===== src/rtl/cp0_regfile.sv =====
// CP0 system-control register file: Count/Compare timer, Status, Cause, EPC and BadVAddr,
// with MTC0 writes, MFC0 reads (write-forwarded) and exception/eret commit handling.
module cp0_regfile (
    input  logic        clk,
    input  logic        rst,
    input  logic        we_i,
    input  logic [4:0]  waddr_i,
    input  logic [4:0]  raddr_i,
    input  logic [31:0] data_i,
    input  logic [5:0]  int_i,
    input  logic [31:0] excepttype_i,
    input  logic [31:0] current_inst_addr_i,
    input  logic        is_in_delayslot_i,
    input  logic [31:0] bad_addr_i,
    output logic [31:0] data_o,
    output logic [31:0] count_o,
    output logic [31:0] compare_o,
    output logic [31:0] status_o,
    output logic [31:0] cause_o,
    output logic [31:0] epc_o,
    output logic [31:0] badvaddr_o,
    output logic        timer_int_o
);
    localparam logic [4:0]  REG_BADVADDR = 5'd8;
    localparam logic [4:0]  REG_COUNT    = 5'd9;
    localparam logic [4:0]  REG_COMPARE  = 5'd11;
    localparam logic [4:0]  REG_STATUS   = 5'd12;
    localparam logic [4:0]  REG_CAUSE    = 5'd13;
    localparam logic [4:0]  REG_EPC      = 5'd14;
    localparam logic [31:0] STATUS_BEV   = 32'h0040_0000;
    localparam logic [31:0] STATUS_WMASK = 32'h0000_FF03;

    logic [31:0] count_q, count_d, compare_q, compare_d, status_q, status_d;
    logic [31:0] cause_q, cause_d, epc_q, epc_d, badvaddr_q, badvaddr_d;
    logic        toggle_q, toggle_d, timer_int_q, timer_int_d;
    logic        exc_s, wr_hit_s;

    function automatic logic [31:0] status_wr(input logic [31:0] wdata);
        return STATUS_BEV | (wdata & STATUS_WMASK);
    endfunction

    function automatic logic [31:0] cause_wr(input logic [31:0] old, input logic [31:0] wdata);
        return {old[31:10], wdata[9:8], old[7:0]};
    endfunction

    assign exc_s    = (excepttype_i != 32'd0);
    assign wr_hit_s = we_i && (waddr_i == raddr_i) && !exc_s;

    // MFC0 read mux; a same-cycle MTC0 to the read register is forwarded as it would land
    always_comb begin
        data_o = 32'd0;
        case (raddr_i)
            REG_BADVADDR: data_o = badvaddr_q;
            REG_COUNT:    data_o = wr_hit_s ? data_i : count_q;
            REG_COMPARE:  data_o = wr_hit_s ? data_i : compare_q;
            REG_STATUS:   data_o = wr_hit_s ? status_wr(data_i) : status_q;
            REG_CAUSE:    data_o = wr_hit_s ? cause_wr(cause_q, data_i) : cause_q;
            REG_EPC:      data_o = wr_hit_s ? data_i : epc_q;
            default:      data_o = 32'd0;
        endcase
    end

    // Next-state: timer, exception commit (wins over MTC0), MTC0 writes, interrupt sampling
    always_comb begin
        count_d     = count_q;
        toggle_d    = ~toggle_q;
        compare_d   = compare_q;
        status_d    = status_q;
        cause_d     = cause_q;
        epc_d       = epc_q;
        badvaddr_d  = badvaddr_q;
        timer_int_d = timer_int_q;

        if (toggle_q) begin
            count_d = count_q + 32'd1;
        end else begin
            count_d = count_q;
        end

        if ((compare_q != 32'd0) && (count_q == compare_q)) begin
            timer_int_d = 1'b1;
        end else begin
            timer_int_d = timer_int_q;
        end

        if (exc_s) begin
            case (excepttype_i)
                32'h1, 32'h4, 32'h5, 32'h8, 32'h9, 32'hA, 32'hC: begin
                    cause_d[6:2] = (excepttype_i == 32'h1) ? 5'h00 : excepttype_i[4:0];
                    status_d[1]  = 1'b1;
                    // A nested exception keeps the original return point
                    if (!status_q[1]) begin
                        epc_d       = is_in_delayslot_i ? (current_inst_addr_i - 32'd4)
                                                        : current_inst_addr_i;
                        cause_d[31] = is_in_delayslot_i;
                    end else begin
                        epc_d = epc_q;
                    end
                    if ((excepttype_i == 32'h4) || (excepttype_i == 32'h5)) begin
                        badvaddr_d = bad_addr_i;
                    end else begin
                        badvaddr_d = badvaddr_q;
                    end
                end
                32'hE:   status_d[1] = 1'b0;
                default: status_d = status_q;
            endcase
        end else if (we_i) begin
            case (waddr_i)
                REG_COUNT: begin
                    count_d  = data_i;
                    toggle_d = 1'b0;
                end
                REG_COMPARE: begin
                    compare_d   = data_i;
                    timer_int_d = 1'b0;
                end
                REG_STATUS: status_d = status_wr(data_i);
                REG_CAUSE:  cause_d  = cause_wr(cause_q, data_i);
                REG_EPC:    epc_d    = data_i;
                default:    epc_d    = epc_q;
            endcase
        end else begin
            epc_d = epc_q;
        end

        cause_d[15:10] = {int_i[5] | timer_int_d, int_i[4:0]};
    end

    // State registers with synchronous reset overriding every same-cycle update
    always_ff @(posedge clk) begin
        if (rst) begin
            count_q     <= 32'd0;
            toggle_q    <= 1'b0;
            compare_q   <= 32'd0;
            status_q    <= STATUS_BEV;
            cause_q     <= 32'd0;
            epc_q       <= 32'd0;
            badvaddr_q  <= 32'd0;
            timer_int_q <= 1'b0;
        end else begin
            count_q     <= count_d;
            toggle_q    <= toggle_d;
            compare_q   <= compare_d;
            status_q    <= status_d;
            cause_q     <= cause_d;
            epc_q       <= epc_d;
            badvaddr_q  <= badvaddr_d;
            timer_int_q <= timer_int_d;
        end
    end

    assign count_o     = count_q;
    assign compare_o   = compare_q;
    assign status_o    = status_q;
    assign cause_o     = cause_q;
    assign epc_o       = epc_q;
    assign badvaddr_o  = badvaddr_q;
    assign timer_int_o = timer_int_q;
endmodule


===== config.mk =====
export PLATFORM = sky130hd
export DESIGN_NAME = cp0_regfile
export DESIGN_NICKNAME = d
export VERILOG_FILES = /design/src/rtl/cp0_regfile.sv
export SDC_FILE = /design/constraint.sdc
export NUM_CORES = 1
export LEC_CHECK = 0
export CAP_MARGIN = 20
export CORE_MARGIN = 2
export CORE_UTILIZATION = 25
export CTS_CLUSTER_DIAMETER = 100
export DETAILED_ROUTE_END_ITERATION = 10
export PLACE_DENSITY_LB_ADDON = 0.3
export SYNTH_ARGS = -nofsm -noshare
export SYNTH_HDL_FRONTEND = slang
export SYNTH_SLANG_ARGS = --single-unit
export TNS_END_PERCENT = 10

===== constraint.sdc =====
create_clock -name clk -period 2.2 [get_ports clk]
set_input_delay 0.22 -clock clk [delete_from_list [all_inputs] [get_ports clk]]
set_output_delay 0.22 -clock clk [all_outputs]
set_load 0.005 [all_outputs]

---- Yosys cells after proc, flatten, opt, wreduce, memory -nomap -nowiden ----
Index checks and enable logic that the tools add are counted.
cells by class
  reductions and logical operators ........ 19
  equality and inequality tests ........... 24
  mux-type cells .......................... 34
  bitwise logic cells ..................... 4
  add/sub/neg operators ................... 2
operators with widths
  cell                     count
  $mux W32                 13
  $pmux W32 S6             1
  $eq A32 B4 Y1 const B    5
  $eq A32 B3 Y1 const B    2
  $reduce_bool A32 Y1      2
  $eq A5 B4 Y1 const B     11
  $add A32 B1 Y32 const B  1
  $eq A32 B1 Y1 const B    1
  $eq A32 B32 Y1           1
  $sub A32 B3 Y32 const B  1
  $reduce_and A3 Y1        6
  $mux W16                 1
  $mux W5                  3
  $mux W1                  10
  $mux W10                 1
  $mux W7                  1
  $reduce_or A7 Y1         1
  $mux W2                  3
  $reduce_bool A2 Y1       3
  $eq A5 B5 Y1             1
  $reduce_and A4 Y1        1
  $logic_and A1 B1 Y1      3
  $ne A3 B1 Y1 const B     1
  $not A1 Y1               3
  other kinds (7)          7
word-level totals
  register bits after elaboration ......... 154
  output and inout bits ................... 225
  input bits .............................. 148
  logic and storage cells ................. 95

---- Longest topological paths before layout ----
  depth after elaboration ................. 7
  depth in mapped cells ................... 9
  gate-level depth less buffers ........... 7

---- Worst setup path before layout ----
No wires, ideal clock.
  kind .................................... input-to-output
  start point ............................. input excepttype_i[0]
  end point ............................... output data_o[16]
  required time ........................... 1980 ps
  path buffers ............................ 3
  slack ................................... 84 ps
  cell stages on the path ................. 8
  arrival time ............................ 1896 ps
  cells stage by stage .................... buf_2 -> nor4_4 -> nand4_1 -> nor2_1 -> and3_1 -> buf_2 -> buf_2 -> a221o_1
on the way
  word-level cells in the longest chain between the ends .. 5
  elaborated cells between the ends (all ways) .. 7
  classes of those cells .................. mux: 4; reduce/logical: 3
ends and longest elaborated chain
  element                      line        text
  from (decl)                  11          input logic [31:0] excepttype_i,
  $reduce_bool A32 Y1 (*)      46          assign exc_s = (excepttype_i != 32'd0);
  $logic_not A1 Y1 (*)         47          assign wr_hit_s = we_i && (waddr_i == raddr_i) && !exc_s;
  $logic_and A1 B1 Y1 (*)      47
  $mux W32 (on tied branches)  58, 54, 55
  $pmux W32 S6 (*)             52          case (raddr_i)
  to (decl)                    15          output logic [31:0] data_o,
Mark *: on every way between the ends. The rest lies on a longest branch, timed or not.

---- Worst setup path in the final report ----
  start point ............................. input excepttype_i[16]
  end point ............................... output data_o[16]
Same word-level chain as after synthesis.

==> results.py <==
metrics = {
    "status": {
        "outcome": "complete, but fails checks",
        "violations": "setup timing",
    },
    "sta": {
        "maxSlewHeadroom_pct": 57.3,
        "setup_violations": 1,
        "period_share_pct": 100,
        "setup_ws_ns": -0.00527,
        "final_max_slew_viol_count": 0,
        "tightestPinTransition_ns": 0.641,
        "hold_viol": 0,
        "fmax_ghz": 0.453,
        "min_period_ns": 2.21,
        "rsz0062_at_grt": "true",
        "finalClockSkew_ns": 0.0135,
    },
    "logic_synthesis": {
        "yosysSeqAreaShare_pct": 32.7,
        "ys_ff_latch": 154,
        "synth.top_cell.area_share_pct": 32.7,
        "yosys_warnings": 0,
        "netlist_area_mm2": 0.00942,
        "synth.cells.most_frequent": "dfxtp_1, nand2_1, nor2_1, a21oi_1, clkbuf_1",
        "synthDistinctLibCells": 64,
        "synthTopCellsByArea": "dfxtp_1, mux2i_1, nand2_1, nor2_1, xnor2_1",
        "yosysMostFrequentCell": "dfxtp_1",
        "yosysTopAreaCell": "dfxtp_1",
        "postSynth.asyncResetShare_pct": 0,
        "syn_inst": 1139,
        "postSynthAreaPerCell_um2": 8.27,
        "synth_flop_cell": "dfxtp_1",
        "synth-edff-count": 0,
    },
    "layout": {
        "fill_cells": 3719,
        "syn2layout_area_growth_pct": 69.3,
        "multiInputGateArea_mm2": 0.00609,
        "nNetsFinal": 1815,
        "fin_area_mm2": 0.0159,
        "seqCellArea_mm2": 0.00308,
        "drive_gt1_share_pct": 26.3,
        "finish.utilization_pct": 42.6,
        "diodes": 0,
    },
    "drt": {
        "wire_per_inst_um": 22.9,
        "drc": 0,
        "drt-total-wl_um": 50200,
        "final_antenna_net_count": 0,
        "via_per_inst": 5.20,
        "vias": 11389,
        "drt_iter0_drc": 1206,
        "first_pass_iters": 9,
    },
    "grt": {
        "grt_pass1_wl_um": 72800,
        "grt_pass1_vias": 11245,
        "antenna_found_initial": 2,
        "overflow": 0,
        "grtUsageTotal_pct": 25.2,
        "grt_max_degree": 56,
    },
    "critical_path": {
        "cp.required_ns": 1.98,
        "cp.arrival_ns": 1.99,
        "critPathMaxFanout": 5,
        "cp-start-kind": "input pin",
        "path_cells": "clkdlybuf4s15_1 -> nor4_2 -> nand4_1 -> nor2_2 -> buf_6 -> buf_12 -> buf_16 -> a21oi_2 -> a221o_1 -> buf_2",
        "critPathBufInv": 5,
        "critPathMaxStageDelay_ns": 0.31,
        "slowest_stage": "a221o_1",
        "cp_top_family": "buffers and inverters",
        "end_kind": "primary output",
        "critPathKind": "in2out",
        "crit_start": "excepttype_i[16]",
        "r2r-start": "count_o[9]$_SDFF_PP0_",
    },
    "place": {
        "io_buffers": 332,
        "dpl.hpwl_um": 38800,
        "finalWeightedCongestion": 0.964,
        "pre_cts_ws_ns": -0.783,
        "placed_area_mm2": 0.0147,
    },
    "die": {
        "io_pins": 373,
        "std_cell_rows": 71,
        "start_util_pct": 25.2,
        "die_w_um": 198,
        "die_area_mm2": 0.0392,
        "die_h_um": 198,
        "core_area_mm2": 0.0374,
    },
    "pwr": {
        "powerDensity_mw_per_mm2": 438,
        "p_leak_nw": 5.73,
        "peakVddDrop_mv": 0.568,
    },
    "clock_network": {
        "cts_root_buf": "clkbuf_16",
        "cts_tree": "yes",
        "clk_pin_slew_ns": 0.06,
        "cts.sinks": 154,
        "htreeDepth": 4,
        "hold_buffers": 0,
        "cts_buffers": 17,
        "clockBufferDepth": 2,
        "clkLatencyLatePin_ns": 0.45,
    },
    "min_path": {
        "hold_class": "in2reg",
        "hold_path_startpoint": "excepttype_i[3]",
    },
    "job": {
        "max_cap_viol_count": 0,
    },
}
-- metal layers --
metal | vias to the layer above | track usage [%] | share of wire [%]
li1 | 5224 | - | -
met1 | 5493 | 33.0 | 42
met2 | 567 | 39.4 | 45
met3 | 105 | 6.25 | 9.2
met4 | 0 | 10.8 | 3.9
met5 | - | 0 | 0
-- per-stage QoR --
stage          std cells  hold slack [ns]  total power, mW  setup TNS (ns)
2_1_floorplan       1177            0.348             3.14               0
3_3_place_gp        2113            0.470             3.71          -70.49
3_5_place_dp        2113            0.476             3.72          -73.68
4_1_cts             2182            0.220             6.99         -0.0165
5_1_grt             2189            0.263             7.15           -2.52
6_report            2189            0.223             6.97        -0.00527
-- layout by cell type, fill, tap and decap left out, types with 29 or more instances in the layout --
cell type / Yosys / final
a21oi_1: 80 / 67
buf_2: 23 / 43
buf_4: 45 / 235
clkdlybuf4s50_1: 0 / 258
conb_1: 2 / 40
dfxtp_1: 154 / 154
mux2i_1: 57 / 55
nand2_1: 114 / 113
nand4_1: 48 / 48
nor2_1: 112 / 111
nor3_1: 30 / 29
xnor2_1: 46 / 46
xor2_1: 36 / 36
-- registers in the layout, summed over array words and instances (netlist names) --
| signal | cells |
|---|---|
| status_o | 10 |
| timer_int_o | 1 |
| cause_o | 14 |
| badvaddr_o | 32 |
| compare_o | 32 |
| epc_o | 32 |
| toggle_q | 1 |
| count_o | 32 |
-- worst paths after layout --
kind                             endpoint  slack [ns]  depth (start not counted)
setup / recovery               data_o[16]      -0.005                         10
hold / removal    cause_o[5]$_SDFFE_PP0P_        0.22                          4
setup reg to reg   count_o[31]$_SDFF_PP0_        0.20                          6
hold reg to reg    epc_o[10]$_SDFFE_PP0P_        0.49                          2
-- worst register-to-register path, delay by kind of cell, from the launching register on --
family,cells,cell delay [ns]
and+or+nand+nor,3,0.61
AOI/OAI and AO/OA,2,0.61
DFF,1,0.49
buffers and inverters,1,0.22
-- area by class of cell --
cell class / count / share of cell area (%)
sequential: 154 / 19.3
clock buffer: 20 / 2.80
timing repair buffer: 600 / 34.3
inverter: 7 / 0.165
clock inverter: 12 / 1.18
tap: 511 / 4.01
multi-input combinational: 885 / 38.2
-- cell families after synthesis --
kind of cell,synth area share [%]
other cells,0.0798
compound gates,20.5
xor+xnor,7.63
fa+ha+maj,0.266
buf+inv,7.76
simple gates,24.8
flops,32.7
mux,6.30
-- report_power, final --
part	leakage [nW]	total (mW)	switching (mW)	internal [mW]
combinational	4.20	0.879	0.424	0.454
sequential	1.24	2.81	0.0138	2.80
clock	0.296	3.29	1.34	1.95
-- timing repair --
item	in CTS	in global routing
buffers inserted	37	9
pin swaps	34	22
cloned	7	1
resized for setup	285	39
endpoints found under the setup margin	73	113
Power figures use the tool's default switching activity.
